$ cat src/rtl/mem_port_arbiter.sv
// mem_port_arbiter: shares one single-port memory between IF and MEM.
// MEM has priority; IF is owed the next grant after every data access.
module mem_port_arbiter #(
  parameter int LAT = 2,
  parameter int AW  = 32,
  parameter int DW  = 32
) (
  input  logic          clk,
  input  logic          rstn,
  input  logic          if_req,
  input  logic [AW-1:0] if_addr,
  input  logic          if_kill,
  output logic [DW-1:0] if_rdata,
  output logic          if_done,
  input  logic          d_req,
  input  logic          d_we,
  input  logic [AW-1:0] d_addr,
  input  logic [DW-1:0] d_wdata,
  output logic [DW-1:0] d_rdata,
  output logic          d_done,
  output logic          m_en,
  output logic          m_we,
  output logic [AW-1:0] m_addr,
  output logic [DW-1:0] m_wdata,
  input  logic [DW-1:0] m_rdata,
  output logic          stall_f,
  output logic          stall_m
);

  typedef enum logic [1:0] {
    IDLE,
    BUSY_I,
    BUSY_D
  } state_t;

  localparam logic [3:0] CNT0 = 4'(LAT);

  state_t     st;
  logic [3:0] cnt;
  logic       killed;
  logic       if_owed;
  logic       if_ok;
  logic       d_ok;
  logic       gnt_d;
  logic       gnt_i;
  logic       last;

  // a requester whose done pulse is high cannot win again this cycle
  assign if_ok = if_req & ~if_kill & ~if_done;
  assign d_ok  = d_req & ~d_done;
  assign gnt_d = d_ok & ~(if_owed & if_ok);
  assign gnt_i = if_ok & ~gnt_d;
  assign last  = (cnt == 4'd1);

  assign stall_m = d_req & ~d_done;
  assign stall_f = (if_req & ~if_done) | stall_m;

  always_ff @(posedge clk or negedge rstn) begin
    if (!rstn) begin
      st       <= IDLE;
      cnt      <= '0;
      killed   <= 1'b0;
      if_owed  <= 1'b0;
      m_en     <= 1'b0;
      m_we     <= 1'b0;
      m_addr   <= '0;
      m_wdata  <= '0;
      if_done  <= 1'b0;
      d_done   <= 1'b0;
      if_rdata <= '0;
      d_rdata  <= '0;
    end else begin
      if_done <= 1'b0;
      d_done  <= 1'b0;
      unique case (st)
        IDLE: begin
          if (gnt_d) begin
            st      <= BUSY_D;
            m_en    <= 1'b1;
            m_we    <= d_we;
            m_addr  <= d_addr;
            m_wdata <= d_wdata;
            cnt     <= CNT0;
          end else if (gnt_i) begin
            st      <= BUSY_I;
            m_en    <= 1'b1;
            m_we    <= 1'b0;
            m_addr  <= if_addr;
            cnt     <= CNT0;
            if_owed <= 1'b0;
          end
        end
        BUSY_I: begin
          cnt <= cnt - 4'd1;
          if (if_kill) killed <= 1'b1;
          if (last) begin
            st     <= IDLE;
            m_en   <= 1'b0;
            killed <= 1'b0;
            // a kill in the final cycle still suppresses the result
            if (!(killed | if_kill)) begin
              if_rdata <= m_rdata;
              if_done  <= 1'b1;
            end
          end
        end
        BUSY_D: begin
          cnt <= cnt - 4'd1;
          if (last) begin
            st     <= IDLE;
            m_en   <= 1'b0;
            d_done <= 1'b1;
            if (!m_we) d_rdata <= m_rdata;
            if (if_req) if_owed <= 1'b1;
          end
        end
        default: st <= IDLE;
      endcase
    end
  end

endmodule
$ cat config.mk
export PLATFORM = sky130hd
export DESIGN_NAME = mem_port_arbiter
export DESIGN_NICKNAME = d
export VERILOG_FILES = /design/src/rtl/mem_port_arbiter.sv
export SDC_FILE = /design/constraint.sdc
export NUM_CORES = 1
export LEC_CHECK = 0
export BUFFER_PORTS_ARGS = -buffer_cell sky130_fd_sc_hd__buf_2
export CORE_MARGIN = 2
export CORE_UTILIZATION = 47
export DETAILED_ROUTE_END_ITERATION = 8
export PLACE_DENSITY = 0.87
export SKIP_CTS_REPAIR_TIMING = 1
export SLEW_MARGIN = 10
export SYNTH_ARGS = -nofsm -noshare
export SYNTH_HDL_FRONTEND = slang
export SYNTH_SLANG_ARGS = --single-unit
$ cat constraint.sdc
create_clock -name clk -period 2 [get_ports clk]
set_clock_uncertainty 0.1 [all_clocks]
set_input_delay 0.3 -clock clk [delete_from_list [all_inputs] [get_ports clk]]
set_output_delay 0.3 -clock clk [all_outputs]
set_load 0.05 [all_outputs]
# [Word-level counts from Yosys, hierarchy flattened]
# Index checks and enable logic that the tools add are counted.
[op_classes] add_sub_neg=1 multipliers=0 div_mod_pow=0 order_cmp=0 n_eq_ne=9 shift=0 n_mux=26 n_bitwise=16 n_reduce_logical=15
[op_table] op="2-to-1 mux 32 bit" count=2
[op_table] op="2-to-1 mux 1 bit" count=15
[op_table] op="AND reduction 2 bit" count=5
[op_table] op="AND reduction 3 bit" count=3
[op_table] op="2-to-1 mux 4 bit" count=2
[op_table] op="inequality test 2 bit (second input constant)" count=4
[op_table] op="case mux 4 bit (2 select lines)" count=1
[op_table] op="nonzero test 2 bit" count=4
[op_table] op="bitwise AND 1 bit" count=7
[op_table] op="inverter 1 bit" count=7
[op_table] op="2-to-1 mux 2 bit" count=3
[op_table] op="AND reduction 5 bit" count=1
[op_table] op="equality test 4 x 1 -> 1 bit (second input constant)" count=1
[op_table] op="case mux 1 bit (2 select lines)" count=2
[op_table] op="case mux 2 bit (2 select lines)" count=1
[op_table] op="subtractor 4 x 1 -> 4 bit (second input constant)" count=1
[op_table] op="inequality test 3 bit (second input constant)" count=1
[op_table] op="equality test 2 x 1 -> 1 bit (second input constant)" count=1
[op_table] op="equality test 2 bit (second input constant)" count=1
[op_table] op="logical NOT 2 bit" count=1
[op_table] op="inequality test 2 x 1 -> 1 bit (second input constant)" count=1
[op_table] op="OR 1 bit" count=2
[op_table] op="OR reduction 2 bit" count=1
[word_totals] reg_bits=140 latchBits=0 ramBits=0 rom_bits=0 out_inout_bits=134 elab_cells=79 memories=0

# [Longest topological paths before layout]
[depth] ltp_word=11 ltp_mapped=8 ltp_nobuf=6

# [Worst setup path before layout]
# No wires, ideal clock.
[synth_path] path_type="reg2reg" startpoint="register d_done" endpoint="register m_wdata[10]" arrival_ns=1.958 required_time_ns=1.773 slack_ns=-0.186 stages_incl_launch_ff=7 period_less_slack_ns=2.186 cell_sequence="dfrtp_1 > nand2b_2 > inv_2 > nand2_1 > a21oi_2 > buf_6 > mux2_1"
[synth_via] elab_chain_cells=4
[synth_rtl] item="start, declared" line_no="20" rtl="output logic d_done,"
[synth_rtl] item="start signal, assigned" line_no="69" rtl="d_done <= 1'b0;"
[synth_rtl] item="start signal, assigned" line_no="74" rtl="d_done <= 1'b0;"
[synth_rtl] item="start signal, assigned" line_no="112" rtl="d_done <= 1'b1;"
[synth_rtl] item="inverter 1 bit"
[synth_rtl] item="bitwise AND 1 bit"
[synth_rtl] item="net stall_m" line_no="27" rtl="output logic stall_m"
[synth_rtl] item="bitwise AND 1 bit" line_no="51" rtl="assign gnt_d = d_ok & ~(if_owed & if_ok);"
[synth_rtl] item="AND reduction 2 bit (no source line)"
[synth_rtl] item="end signal, assigned" line_no="82" rtl="m_wdata <= d_wdata;"
[synth_rtl] item="end, declared" line_no="24" rtl="output logic [DW-1:0] m_wdata,"
# The timed path passes the listed nets, and every way through them passes these cells.
# A chain may end at the register's enable or synchronous reset.

# [Final worst setup path]
[layout_path] startpoint="register cnt[1]" endpoint="register d_rdata[5]"
[layout_via] elab_chain_cells=2
[layout_rtl] item="start, declared" line_no="39" rtl="logic [3:0] cnt;"
[layout_rtl] item="start signal, assigned" line_no="94" rtl="cnt <= cnt - 4'd1;"
[layout_rtl] item="start signal, assigned" line_no="108" rtl="cnt <= cnt - 4'd1;"
[layout_rtl] item="equality test 4 x 1 -> 1 bit" line_no="53" rtl="assign last = (cnt == 4'd1);"
[layout_rtl] item="AND reduction 3 bit (no source line)"
[layout_rtl] item="end signal, assigned" line_no="113" rtl="if (!m_we) d_rdata <= m_rdata;"
[layout_rtl] item="end, declared" line_no="19" rtl="output logic [DW-1:0] d_rdata,"
# Every way passes these cells.

==> results.sh <==
export IMPL_slew_headroom=0.664
export IMPL_place_area_um2=7280
export IMPL_regToRegStartpoint="cnt[1]"
export IMPL_wire_per_inst_um=16.2
export IMPL_drt_initial_drc_count=205
export IMPL_regToRegSetupSlack_ns=0.08
export IMPL_n_fill_cell=842
export IMPL_worst_ep_arrival_time_ns=2.11
export IMPL_dieWidth_um=114
export IMPL_avgSynthCellArea_um2=13.9
export IMPL_final_hold_viol_count=1
export IMPL_crit_type="reg -> reg"
export IMPL_cts_buffers=17
export IMPL_hold_ws_ns=-0.0000654
export IMPL_rsz0062_at_grt="false"
export IMPL_initial_utilization=0.478
export IMPL_status="finished, violations left"
export IMPL_drive_gt1_frac=0.446
export IMPL_synthFlopType="dfrtp_1"
export IMPL_synth_edff_count=0
export IMPL_holdPathEnd="m_wdata[0]"
export IMPL_syn_inst=413
export IMPL_min_from="d_wdata[0]"
export IMPL_clock_sinks=140
export IMPL_grt_max_degree=66
export IMPL_fin_crit_ns=1.92
export IMPL_h_tree_depth=4
export IMPL_synthArstFlopShare=1.00
export IMPL_slew_violations=0
export IMPL_synth_compound_area_frac=0.0536
export IMPL_port_buffers=267
export IMPL_fin_area_um2=8140
export IMPL_yosys_warnings=0
export IMPL_synth_cell_types=34
export IMPL_die_h_um=114
export IMPL_powerDensity_nw_per_um2=1930
export IMPL_grt_overflow=0
export IMPL_synth_mux_area_fraction=0.245
export IMPL_nets=836
export IMPL_synth_seq_area_share=0.612
export IMPL_firstDrtPassIters=4
export IMPL_fin_tns_setup_ns=0
export IMPL_synthesis_area_um2=5720
export IMPL_synth_top_family_by_area="multiplexers"
export IMPL_irDropWorstVdd_uv=1130
export IMPL_n_antenna_cell=0
export IMPL_core_area_um2=12000
export IMPL_cts_root_buf="clkbuf_16"
export IMPL_drv_cap=0
export IMPL_worst_r2r_path_depth=6
export IMPL_syn_to_final_growth_pct=42.3
export IMPL_p_leak_nw=4.30
export IMPL_grt_usage=0.212
export IMPL_antenna_found_initial=0
export IMPL_vias_per_cell=5.08
export IMPL_drc_errors=0
export IMPL_required_ns=2.19
export IMPL_synth_simple_area_share=0.0463
export IMPL_dpl_hpwl_mm=10.2
export IMPL_worstPathMaxFanout=32
export IMPL_hold_class="in -> reg"
export IMPL_gp_congestion=0.775
export IMPL_ys_ff_latch=140
export IMPL_holdPathStages=2
export IMPL_clk_path_buf_depth=2
export IMPL_antenna_left=0
export IMPL_syn_nets=553
export IMPL_tightest_slew_ns=0.504
export IMPL_regToRegEndpoint="d_rdata[5]"
export IMPL_violations="hold timing"
export IMPL_insertion_delay_ns=0.42
export IMPL_cp_start_kind="register"
export IMPL_fmax_ghz=0.522
export IMPL_drt_wl_total_mm=13.9
export IMPL_timing_final_crit_share=0.958
export IMPL_dp_slack_ns=0.0629
export IMPL_fp_dieArea_um2=13100
export IMPL_path_clk_slew_ns=0.06
export IMPL_io_pins=268
export IMPL_setup_violations=0
export IMPL_synth_xor_area_frac=0
export IMPL_synth_adder_area_share=0.0131
export IMPL_setup_ws_ns=0.0839
export IMPL_cp_end_kind="register"
export IMPL_vias=4346
export IMPL_grt_pass1_wl_mm=21.1
export IMPL_cts_tree="built"
export IMPL_rows=40
export IMPL_first_global_vias=4367
-- through the flow --
step	power, mW	hold WS [ns]	util	instances
after floorplan	9.95	-0.0956	-	413
after global placement	11.6	0.180	0.609	813
after detailed placement	11.8	0.189	0.609	813
after CTS	15.8	-0.259	0.671	845
after global routing	16.4	0.000336	0.681	856
final	15.7	-0.0000654	0.681	856
-- worst max path at each step --
stage                       end   start  slack, ns
floorplan           m_wdata[10]  d_done       0.03
global placement    d_rdata[24]  cnt[1]       0.16
detailed placement   d_rdata[5]  cnt[1]       0.06
CTS                  d_rdata[5]  cnt[1]       0.03
global route        d_rdata[11]  cnt[1]      0.008
finish               d_rdata[5]  cnt[1]       0.08
-- synth_stat cells, types with 2 or more instances --
cell / count / area [um^2]
clkbuf_1: 4 / 15.0
nand2_1: 38 / 143
a21oi_1: 5 / 25.0
o2bb2ai_1: 2 / 17.5
and3_1: 2 / 12.5
buf_6: 6 / 67.6
ha_1: 6 / 75.1
or3b_1: 2 / 17.5
dfrtp_1: 140 / 3500
o21ai_0: 4 / 20.0
nand3_1: 2 / 10.0
o21ai_1: 34 / 170
inv_1: 5 / 18.8
buf_2: 11 / 55.1
nor2_1: 3 / 11.3
o31ai_1: 2 / 15.0
mux2i_1: 32 / 320
inv_2: 2 / 7.51
mux2_1: 96 / 1080
a31oi_1: 3 / 18.8
-- worst max-delay path: stages, from the launching register on --
cell      delay (ns)
dfrtp_1         0.38
inv_1           0.11
ha_1            0.18
nor3b_4         0.29
nand3b_1        0.16
buf_12          0.20
mux2_1          0.34
-- cell usage in the layout, fill, tap and decap left out, types with 2 or more instances in the layout --
cell / n
o2bb2ai_1: 2
a31oi_1: 3
inv_1: 5
nor2_1: 3
mux2i_1: 32
nand2_1: 38
mux2_1: 96
clkbuf_16: 17
o21ai_0: 3
and3_1: 2
bufinv_16: 9
buf_2: 266
or3b_1: 2
dlygate4sd3_1: 11
buf_12: 7
clkinv_2: 2
o21ai_1: 34
clkbuf_8: 2
a21oi_1: 5
ha_1: 6
dfrtp_1: 139
o31ai_1: 2
nor3b_4: 2
-- per-layer routing --
| layer | track usage | part of all wire |
|---|---|---|
| met1 | 0.236 | 0.38 |
| met2 | 0.375 | 0.53 |
| met3 | 0.0598 | 0.065 |
| met4 | 0.0976 | 0.024 |
| met5 | 0 | 0 |
-- registers in the layout (all words and copies together), names as in the netlist --
signal / flops
m_addr: 32
m_we: 1
m_en: 1
if_rdata: 32
if_owed: 1
m_wdata: 32
d_done: 1
d_rdata: 32
if_done: 1
cnt: 4
st: 2
killed: 1
-- logic make-up after synthesis --
family / after synthesis
buf+inv: 29
fa+ha+maj: 6
simple gates: 55
compound gates: 55
flops: 140
mux: 128
-- report_power, final --
group / switching [mW] / internal (mW)
registers: 0.613 / 3.99
logic: 5.44 / 1.73
clock network: 1.15 / 2.78
total: 7.20 / 8.50
-- final cells by class --
| class | count | area (um^2) | area share |
|---|---|---|---|
| Tap cell | 147 | 184 | 0.0226 |
| Timing Repair Buffer | 286 | 1600 | 0.197 |
| Multi-Input combinational cell | 244 | 2080 | 0.255 |
| Clock inverter | 12 | 288 | 0.0353 |
| Inverter | 7 | 28.8 | 0.00353 |
| Clock buffer | 20 | 457 | 0.0561 |
| Sequential cell | 140 | 3500 | 0.430 |
(Power assumes the default switching activity.)
